**config.mk**
```make
export PLATFORM = sky130hd
export DESIGN_NAME = multi_way_traffic_fsm
export DESIGN_NICKNAME = d
export VERILOG_FILES = /design/src/rtl/traffic_pkg.sv /design/src/rtl/tick_gen.sv /design/src/rtl/multi_way_traffic_fsm.sv
export SDC_FILE = /design/constraint.sdc
export NUM_CORES = 1
export LEC_CHECK = 0
export CAP_MARGIN = 20
export CORE_UTILIZATION = 30
export DETAILED_ROUTE_END_ITERATION = 12
export SLEW_MARGIN = 30
export SYNTH_ARGS = -nofsm -noshare
export SYNTH_HDL_FRONTEND = slang
export SYNTH_SLANG_ARGS = --single-unit
```
**constraint.sdc**
```tcl
create_clock -name clk -period 1.74 [get_ports clk]
set_input_delay 0.522 -clock clk [delete_from_list [all_inputs] [get_ports clk]]
set_output_delay 0.522 -clock clk [all_outputs]
set_load 0.1 [all_outputs]
```
**src/rtl/traffic_pkg.sv**
```systemverilog
// Shared types, lamp bit positions and the round-robin helper for the traffic controller.
package traffic_pkg;

    typedef enum logic [1:0] {
        GREEN  = 2'd0,
        YELLOW = 2'd1,
        ALLRED = 2'd2
    } phase_t;

    localparam int LAMP_R = 2;
    localparam int LAMP_Y = 1;
    localparam int LAMP_G = 0;

    localparam int MAX_WAYS = 8;
    localparam int WAY_W    = 3;

    // Wrap scan from active+1; returns active itself when no other way is requesting.
    function automatic logic [WAY_W-1:0] rr_next(
        input logic [WAY_W-1:0]    active,
        input logic [MAX_WAYS-1:0] req,
        input int unsigned         n_ways = MAX_WAYS
    );
        logic [WAY_W-1:0] idx;
        logic             found;
        int unsigned      sum;
        rr_next = active;
        found   = 1'b0;
        for (int unsigned i = 1; i < MAX_WAYS; i++) begin
            if (!found && i < n_ways) begin
                sum = int'(active) + i;
                idx = WAY_W'(sum % n_ways);
                if (req[idx]) begin
                    rr_next = idx;
                    found   = 1'b1;
                end
            end
        end
    endfunction

endpackage

```
**src/rtl/tick_gen.sv**
```systemverilog
// Prescaler producing a one-cycle tick every TICK_DIV clk cycles.
module tick_gen #(
    parameter int TICK_DIV = 1
) (
    input  logic clk,
    input  logic reset_n,
    output logic tick
);

    localparam int CW = (TICK_DIV > 1) ? $clog2(TICK_DIV) : 1;

    logic [CW-1:0] cnt_q, cnt_d;

    always_comb begin
        tick  = (cnt_q == CW'(TICK_DIV - 1));
        cnt_d = tick ? '0 : cnt_q + 1'b1;
    end

    // NOTE: state registers use non-blocking assignments so every flop samples pre-edge values.
    always_ff @(posedge clk or negedge reset_n) begin
        if (!reset_n) cnt_q <= '0;
        else          cnt_q <= cnt_d;
    end

endmodule

```
**src/rtl/multi_way_traffic_fsm.sv**
```systemverilog
// N-way round-robin traffic light controller with tick-based green/yellow/all-red timing.
// Optional green extension while the active way keeps demand: define TLC_EXTEND_EN.
module multi_way_traffic_fsm
    import traffic_pkg::*;
#(
    parameter int N_WAYS    = 2,
    parameter int TICK_DIV  = 1,
    parameter int GREEN_MIN = 5,
    parameter int GREEN_MAX = 10,
    parameter int YELLOW_T  = 2,
    parameter int ALLRED_T  = 1
) (
    input  logic                      clk,
    input  logic                      reset_n,
    input  logic [N_WAYS-1:0]         sensor,
    output logic [3*N_WAYS-1:0]       led,
    output logic [$clog2(N_WAYS)-1:0] active_way,
    output logic [1:0]                phase
);

    localparam int AW = $clog2(N_WAYS);
`ifdef TLC_EXTEND_EN
    localparam int GREEN_LIM = GREEN_MAX;
`else
    localparam int GREEN_LIM = GREEN_MIN;
`endif
    localparam int T_MAX_GY = (GREEN_LIM > YELLOW_T) ? GREEN_LIM : YELLOW_T;
    localparam int T_MAX    = (T_MAX_GY > ALLRED_T) ? T_MAX_GY : ALLRED_T;
    localparam int TW       = $clog2(T_MAX + 1);

    localparam logic [TW-1:0] GMIN_M1  = TW'(GREEN_MIN - 1);
    localparam logic [TW-1:0] GLIM_M1  = TW'(GREEN_LIM - 1);
    localparam logic [TW-1:0] YEL_M1   = TW'(YELLOW_T - 1);
    localparam logic [TW-1:0] ALLRD_M1 = TW'(ALLRED_T - 1);

    if (N_WAYS < 2 || N_WAYS > MAX_WAYS || TICK_DIV < 1 || GREEN_MIN < 1 ||
        GREEN_MAX < GREEN_MIN || YELLOW_T < 1 || ALLRED_T < 1) begin : g_bad_cfg
        $error("multi_way_traffic_fsm: illegal parameter set");
    end

    phase_t          phase_q, phase_d;
    logic [AW-1:0]   active_q, active_d;
    logic [AW-1:0]   next_q, next_d;
    logic [TW-1:0]   timer_q, timer_d;
    logic            tick;
    logic            other_demand;
    logic            leave_green;

    tick_gen #(.TICK_DIV(TICK_DIV)) u_tick_gen (
        .clk     (clk),
        .reset_n (reset_n),
        .tick    (tick)
    );

    always_comb begin
        // NOTE: every variable gets a default first so no path leaves it unassigned (no latches).
        phase_d      = phase_q;
        active_d     = active_q;
        next_d       = next_q;
        timer_d      = timer_q;
        other_demand = |(sensor & ~(N_WAYS'(1) << active_q));
        leave_green  = (timer_q >= GMIN_M1) && other_demand;
`ifdef TLC_EXTEND_EN
        leave_green  = leave_green && (!sensor[active_q] || timer_q >= GLIM_M1);
`endif

        if (tick) begin
            unique case (phase_q)
                GREEN: begin
                    if (leave_green) begin
                        phase_d = YELLOW;
                        timer_d = '0;
                        next_d  = AW'(rr_next(WAY_W'(active_q), MAX_WAYS'(sensor), N_WAYS));
                    end else if (timer_q < GLIM_M1) begin
                        timer_d = timer_q + 1'b1;
                    end
                end
                YELLOW: begin
                    if (timer_q == YEL_M1) begin
                        phase_d = ALLRED;
                        timer_d = '0;
                    end else begin
                        timer_d = timer_q + 1'b1;
                    end
                end
                ALLRED: begin
                    if (timer_q == ALLRD_M1) begin
                        phase_d  = GREEN;
                        active_d = next_q;
                        timer_d  = '0;
                    end else begin
                        timer_d = timer_q + 1'b1;
                    end
                end
                default: begin
                    phase_d = GREEN;
                    timer_d = '0;
                end
            endcase
        end
    end

    always_ff @(posedge clk or negedge reset_n) begin
        if (!reset_n) begin
            phase_q  <= GREEN;
            active_q <= '0;
            next_q   <= '0;
            timer_q  <= '0;
        end else begin
            phase_q  <= phase_d;
            active_q <= active_d;
            next_q   <= next_d;
            timer_q  <= timer_d;
        end
    end

    // Lamps are a pure decode of registered state, so reset reaches them without a clock.
    always_comb begin
        led = '0;
        for (int i = 0; i < N_WAYS; i++) begin
            if (phase_q == GREEN && AW'(i) == active_q)       led[3*i + LAMP_G] = 1'b1;
            else if (phase_q == YELLOW && AW'(i) == active_q) led[3*i + LAMP_Y] = 1'b1;
            else                                              led[3*i + LAMP_R] = 1'b1;
        end
    end

    assign active_way = active_q;
    assign phase      = phase_q;

endmodule

```
Yosys cells after proc, flatten, opt, wreduce, memory -nomap -nowiden
Index checks and enable logic that the tools add are counted.
- magnitude comparators: 3
- bitwise gates (word level): 4
- shift operators: 1
- reduce and logical (&&, ||, !) cells: 12
- equality and inequality tests: 7
- mux-type cells: 21
- add/sub/neg operators: 3
- operators by type and width (kind ; number):
    $mux W3 ; 4
    $mux W1 ; 10
    $mux W2 ; 5
    $pmux W3 S3 ; 1
    $ne A2 B2 Y1 const B ; 3
    $pmux W2 S3 ; 1
    $reduce_and A3 Y1 ; 2
    $logic_and A1 B1 Y1 ; 5
    $lt A1 B4 Y1 const B ; 1
    $reduce_and A4 Y1 ; 1
    $add A3 B1 Y3 const B ; 1
    $eq A3 B1 Y1 const B ; 1
    $ge A3 B3 Y1 const B ; 1
    $logic_not A3 Y1 ; 1
    $lt A3 B3 Y1 const B ; 1
    $ne A3 B3 Y1 const B ; 1
    $add A1 B1 Y1 const B ; 2
    $and A2 B2 Y2 ; 1
    $eq A2 B1 Y1 const B ; 1
    $eq A2 B2 Y1 const B ; 1
    $logic_not A2 Y1 ; 1
    $not A1 Y1 ; 2
    $not A2 Y2 ; 1
    $reduce_and A2 Y1 ; 1
    other kinds (2) ; 2
- output and inout bits: 9
- register bits after elaboration: 8
- input port bits: 4
- logic and storage cells: 56

Depth between registers and ports, before layout
Gate-level depths: netlist (run 1).
- depth in word-level cells: 7
- mapped depth: 5
- depth with buffers taken out: 5

Modules after synthesis
A second synthesis (run 1) with hierarchy kept.
- cell total of the unflattened synthesis: 56
- area, all modules: 511.7 sq um
- by module, submodules not included (module ; seq. area each (sq um) ; cells each ; area each (sq um) ; instances):
    multi_way_traffic_fsm ; 175.2 ; 54 ; 500.5 ; 1
    tick_gen ; 0.0 ; 2 ; 11.3 ; 1

Least setup slack after synthesis (run 1)
Ideal clock, no wire load.
- path type: flip-flop to output port
- from: reg active_q, in the netlist active_way
- to: out led[3]
- required time: 1.218 ns
- cell stages (with the launch flop): 3
- path buffers: 0
- slack: -2.133 ns
- arrival: 3.351 ns
- path through: dfrtp_1 > nand2b_1 > nor2_1
- longest elaborated chain between the ends: 2
- ends and longest elaborated chain (item ; RTL line ; text):
    start, declared ; multi_way_traffic_fsm.sv:42 ; logic [AW-1:0] active_q, active_d;
    start signal, assigned ; multi_way_traffic_fsm.sv:111 ; active_q <= active_d;
    $logic_and A1 B1 Y1 ; multi_way_traffic_fsm.sv:121 ; if (phase_q == GREEN && AW'(i) == active_q) led[3*i + LAMP_G] = 1'b1;
    $mux W1 ; multi_way_traffic_fsm.sv:121 ;
    end, declared ; multi_way_traffic_fsm.sv:16 ; output logic [3*N_WAYS-1:0] led,
Every way passes these cells.

Worst setup path after layout (run 1)
- from: reg phase_q[1], in the netlist phase[1]
- to: out led[0]
- longest elaborated chain between the ends: 3
- ends and longest elaborated chain (item ; RTL line ; text):
    start, declared ; multi_way_traffic_fsm.sv:41 ; phase_t phase_q, phase_d;
    start signal, assigned ; multi_way_traffic_fsm.sv:110 ; phase_q <= phase_d;
    $logic_not A2 Y1 ; multi_way_traffic_fsm.sv:121 ;
    $logic_and A1 B1 Y1 ; multi_way_traffic_fsm.sv:121 ;
    $mux W1 ; multi_way_traffic_fsm.sv:121 ;
Every way passes these cells.

==> impl_metrics.csv, run 1 <==
group,metric,value,unit
global_route,grt_pass1_vias,373,
critical_path,crit_fanout,3,
sta,worst_pin_slew,0.335,ns
cells_and_area,layout_common_cells,"10 x buf_12, 5 x inv_1, 4 x nor2_4, 4 x dfrtp_1",
critical_path,required,1.22,ns
clock_network,ctsLongestPathBuffers,2,
run_status,violations,"setup timing",
critical_path,endpoint_kind,"output port",
clock_network,cts_tree,"yes",
sta,maxSlewHeadroom,77.6,%
sta,finalHoldViolations,0,
cells_and_area,diodes,0,
run,max-cap-violations,0,
critical_path,startpoint_type,"flip-flop",
route,routed_wirelength,970,um
cells_and_area,areaGrowthSynthToFinish,73.7,%
clock_network,cts-resized-gates,0,
route,detail-route-antenna-nets,0,
global_route,grt_start_max_net_pins,11,
sta,rsz0062_at_grt,"true",
placed_design,gp_congestion,0.830,
clock_network,htreeDepth,1,
global_route,grt_first_pass_wirelength,1660,um
yosys,ys_warn_count,0,
placed_design,place_area,729,sq um
sta,hold_slack,0.533,ns
route,firstDrtPassIters,4,
cells_and_area,regArea,181,sq um
global_route,antenna_found_initial,0,
route,drtIter0Drc,12,
floorplanning,die_h,40.6,um
placed_design,port_buffers,12,
clock_network,root_buffer,"clkbuf_4",
floorplanning,die_area,1650,sq um
route,drc,0,
yosys,ys_seq_area_share,39.2,%
run_status,outcome,"complete, but fails checks",
yosys,yosysUniqueCellTypes,23,
yosys,syn_inst,50,
sta,fin_crit_sh,105,%
placed_design,hpwlAfterDp,763,um
sta,worst_slack,-0.0789,ns
floorplanning,ios,13,
sta,final_max_slew_viol_count,0,
cells_and_area,multi_input_area,278,sq um
floorplanning,initial_core_util,33.1,%
yosys,synth_area,447,sq um
cells_and_area,design_area,776,sq um
clock_network,insertion_delay,0.25,ns
yosys,syn_nets,57,
placed_design,post-place-ws,0.0321,ns
cells_and_area,layout_commonest_cell,"buf_12",
global_route,gr-total-overflow,0,
route,num_vias,411,
floorplanning,core,1350,sq um
floorplanning,die_x,40.6,um
sta,setup-violations-final,2,
clock_network,numClockSinks,7,
worst_hold_path,hold_class,"in -> async",
sta,period_needed,1.82,ns
cells_and_area,fin_nets,76,
route,post_drt_wl_per_cell,11.7,um
sta,finalClockSkew,0.00326,ns
route,viasPerCell,4.95,
critical_path,crit_arrival,1.30,ns
global_route,grt.total_usage,15.8,%
yosys,ys_seq_elements,7,
clock_network,ctsHoldBuffers,0,
critical_path,path_class,"reg -> out",
yosys,avgSynthCellArea,8.93,sq um
cells_and_area,drive_gt1_share,41.2,%
clock_network,clk_pin_slew,0.05,ns
clock_network,cts_buffers,3,
floorplanning,rows,13,
sta,clock.fmax,550,MHz
cells_and_area,fill_cells,111,
-- flip-flops by register name, indices dropped and copies added (netlist names) --
name        count
next_q          1
phase           2
active_way      1
timer_q         3
-- Yosys cell counts --
| cell | count | share of area (%) |
|---|---|---|
| ha_1 | 3 | 8.4 |
| or2_1 | 1 | 1.4 |
| xnor2_1 | 1 | 2.0 |
| o32ai_1 | 1 | 2.0 |
| o22ai_1 | 2 | 2.8 |
| o21ai_0 | 3 | 3.4 |
| mux2_2 | 2 | 5.0 |
| or2b_1 | 1 | 1.7 |
| nor2_1 | 5 | 4.2 |
| clkbuf_1 | 1 | 0.84 |
| nand4_1 | 1 | 1.4 |
| nand2_1 | 3 | 2.5 |
| a21oi_1 | 3 | 3.4 |
| inv_1 | 5 | 4.2 |
| dfrtp_1 | 7 | 39 |
| a31oi_1 | 1 | 1.4 |
| nand2b_1 | 2 | 2.8 |
| or3b_4 | 1 | 2.5 |
| buf_6 | 1 | 2.5 |
| nor2b_1 | 2 | 2.8 |
| nand3_1 | 2 | 2.2 |
| o311ai_0 | 1 | 2.0 |
| or2_2 | 1 | 1.4 |
-- cells by family after synthesis --
| family | count (synthesis) | share of synthesized area, % |
|---|---|---|
| AND/OR/NAND/NOR | 19 | 23.0 |
| AO/OA/AOI/OAI | 11 | 14.8 |
| buffers and inverters | 7 | 7.56 |
| flip-flops | 7 | 39.2 |
| adder cells (fa/ha/maj) | 3 | 8.40 |
| multiplexers | 2 | 5.04 |
| XOR/XNOR | 1 | 1.96 |
-- layout make-up --
class | instances | area share, %
clock buffer | 4 | 3.39
inverter | 5 | 2.42
multi-input combinational | 36 | 35.8
sequential | 7 | 23.4
tap | 15 | 2.42
timing repair buffer | 16 | 32.6
-- critical path, cell delays in order (launching register included) --
cell and delay (ns):
dfrtp_4 0.48, or2_4 0.28, nor2_4 0.11, buf_12 0.18
-- repair_timing --
item                       4_1_cts  5_1_grt
pin swaps                        4        2
setup buffers                    1        0
setup endpoints to repair        4        5
gates cloned                     0        0
hold endpoints to repair         0        0
-- stage by stage --
stage	instances	util (%)	setup TNS, ns
after floorplan	50	-	-1.91
after global placement	78	54.0	0
after detailed placement	78	54.0	0
after CTS	83	57.5	-0.255
after global routing	83	57.5	-0.281
final	83	57.5	-0.157
-- final timing paths --
path	startpoint	to	slack [ns]	cells past startpoint
max	phase[1]	led[0]	-0.08	3
max reg2reg	phase[1]	timer_q[0]	0.15	4
max in group asynchronous	reset_n	phase[1]	0.93	1
min	reset_n	phase[1]	0.53	1
min reg2reg	next_q	active_way	0.53	1
min in group clk	next_q	active_way	0.53	1
-- per-layer routing --
metal / global-route usage [%] / routed length, um / up-vias
met2: 22.2 / 433 / 19
met3: 6.67 / 74 / 2
met4: 5.00 / 8 / 0
met5: 0 / 0 / -
li1: - / - / 207
met1: 21.4 / 453 / 183
Power of run 1 is left out: the tool's default activity adds up to more than one toggle a clock period on the data nets, which glitch-free logic cannot reach.
==> inputs of run 2 (changes only) <==
CORE_MARGIN = 2   (was default)
GPL_TIMING_DRIVEN = 0   (was default)
clock period = 2.3 ns   (was 1.74 ns; I/O delays follow)
==> run 2 against run 1 <==
  * The flow now finishes without violations
  * Utilization shrank 9.9 points
  * Final cell count shrank 2.4%
  * Non-clock buffer count shrank 2
  * Global-route usage shrank 2.3 points
  * Die area grew 10%
  * Critical path type unchanged
  * Largest cell class unchanged
==> impl_metrics.csv, run 2 (synthesized netlist as in run 1, its figures left out) <==
group,metric,value,unit
clock_network,cts_tree,"yes",
critical_path,path_class,"reg -> out",
clock_network,clk_pin_slew,0.05,ns
critical_path,critical_path.top_delay_family,"buffers and inverters",
worst_hold_path,hold_class,"reg -> reg",
critical_path,timing.rr.start,"phase[1]",
route,drtIter0Drc,6,
sta,period_needed,2.25,ns
sta,worst_slack,0.0515,ns
floorplanning,die_x,42.6,um
floorplanning,ios,13,
clock_network,htreeDepth,1,
cells_and_area,final_core_util,47.5,%
critical_path,startpoint_type,"flip-flop",
critical_path,rr_worst_depth,4,
cells_and_area,diodes,0,
floorplanning,die_area,1810,sq um
global_route,met3_usage,6.90,%
clock_network,root_buffer,"clkbuf_4",
global_route,grt_start_max_net_pins,11,
worst_hold_path,hold_start,"next_q",
global_route,antenna_found_initial,0,
clock_network,insertion_delay,0.26,ns
global_route,grt.total_usage,13.5,%
sta,finalClockSkew,0.000904,ns
cells_and_area,layout_common_cells,"5 x inv_1, 5 x clkbuf_4, 4 x nor2_4, 4 x dfrtp_1",
placed_design,gp_congestion,0.748,
worst_hold_path,hold_end,"active_way",
sta,fin_crit_sh,97.8,%
sta,worst_pin_slew,0.958,ns
critical_path,required,1.61,ns
global_route,use_met1,17.3,%
placed_design,hpwlAfterDp,708,um
cells_and_area,areaGrowthSynthToFinish,43.7,%
cells_and_area,regMostFlops,"timer_q",
critical_path,crit_fanout,6,
clock_network,ctsLongestPathBuffers,2,
run,max-cap-violations,0,
floorplanning,initial_core_util,33.1,%
sta,setup-violations-final,0,
floorplanning,rows,13,
clock_network,ctsHoldBuffers,0,
floorplanning,die_h,42.6,um
worst_hold_path,holdPathStages,1,
cells_and_area,largest_reg_flops,3,
global_route,grt_use_met2,17.8,%
global_route,grt_pass1_vias,367,
critical_path,r2r_end,"timer_q[1]",
placed_design,port_buffers,12,
critical_path,crit_arrival,1.56,ns
critical_path,critPathBufInv,1,
route,routed_wirelength,990,um
critical_path,endpoint_kind,"output port",
global_route,grt_first_pass_wirelength,1710,um
placed_design,post-place-ws,-0.489,ns
route,num_vias,395,
sta,final_max_slew_viol_count,0,
sta,setup_tns,0,ns
critical_path,rrSetupSlack,0.76,ns
critical_path,cp_cell_sequence,"dlygate4sd2_1",
clock_network,numClockSinks,7,
sta,finalHoldViolations,0,
route,viasPerCell,4.88,
sta,clock.fmax,445,MHz
route,drc,0,
sta,maxSlewHeadroom,36.4,%
global_route,grt-busiest-layer,"met2",
global_route,gr-total-overflow,0,
route,detail-route-antenna-nets,0,
critical_path,max_stage_delay,0.88,ns
critical_path,slowest_stage,"dlygate4sd2_1",
route,post_drt_wl_per_cell,12.2,um
clock_network,cts_buffers,3,
run_status,outcome,"complete, no violations",
cells_and_area,fin_nets,74,
floorplanning,core,1350,sq um
cells_and_area,drive_gt1_share,34.8,%
route,firstDrtPassIters,4,
sta,rsz0062_at_grt,"false",
run 2: what timing repair did:
item,CTS,global route
pin swaps,0,0
setup endpoints to repair,9,3
gates cloned,0,0
resized for setup,32,4
setup buffers,0,0
run 2: per-stage QoR:
stage / hold slack (ns) / instances / instance area [sq um]
2_1_floorplan: 0.394 / 50 / 494
3_5_place_dp: 0.519 / 77 / 633
5_1_grt: 0.579 / 81 / 642
6_report: 0.533 / 81 / 642
3_3_place_gp: 0.520 / 77 / 633
4_1_cts: 0.539 / 81 / 634
run 2: worst max path at each step:
stage	start	end	slack [ns]	cells after the start
after floorplan	phase[1]	led[0]	-0.09	3
after global placement	phase[1]	led[0]	-0.49	4
after detailed placement	phase[1]	led[0]	-0.49	4
after CTS	phase[1]	led[0]	-0.06	4
after global routing	active_way	active_way	0.02	1
final	active_way	active_way	0.05	1
run 2: area by class of cell:
cell class | instances | area [sq um]
Buffer | 2 | 16.3
Tap cell | 15 | 18.8
Multi-Input combinational cell | 36 | 278
Fill cell | 137 | 708
Inverter | 5 | 18.8
Timing Repair Buffer | 12 | 103
Clock buffer | 4 | 26.3
Sequential cell | 7 | 181
run 2: layer usage:
| metal | vias up | part of all wire (%) |
|---|---|---|
| li1 | 206 | - |
| met1 | 175 | 49 |
| met2 | 12 | 43 |
| met3 | 2 | 6.1 |
| met4 | 0 | 2.3 |
| met5 | - | 0 |
Power of run 2 is left out for the same reason.
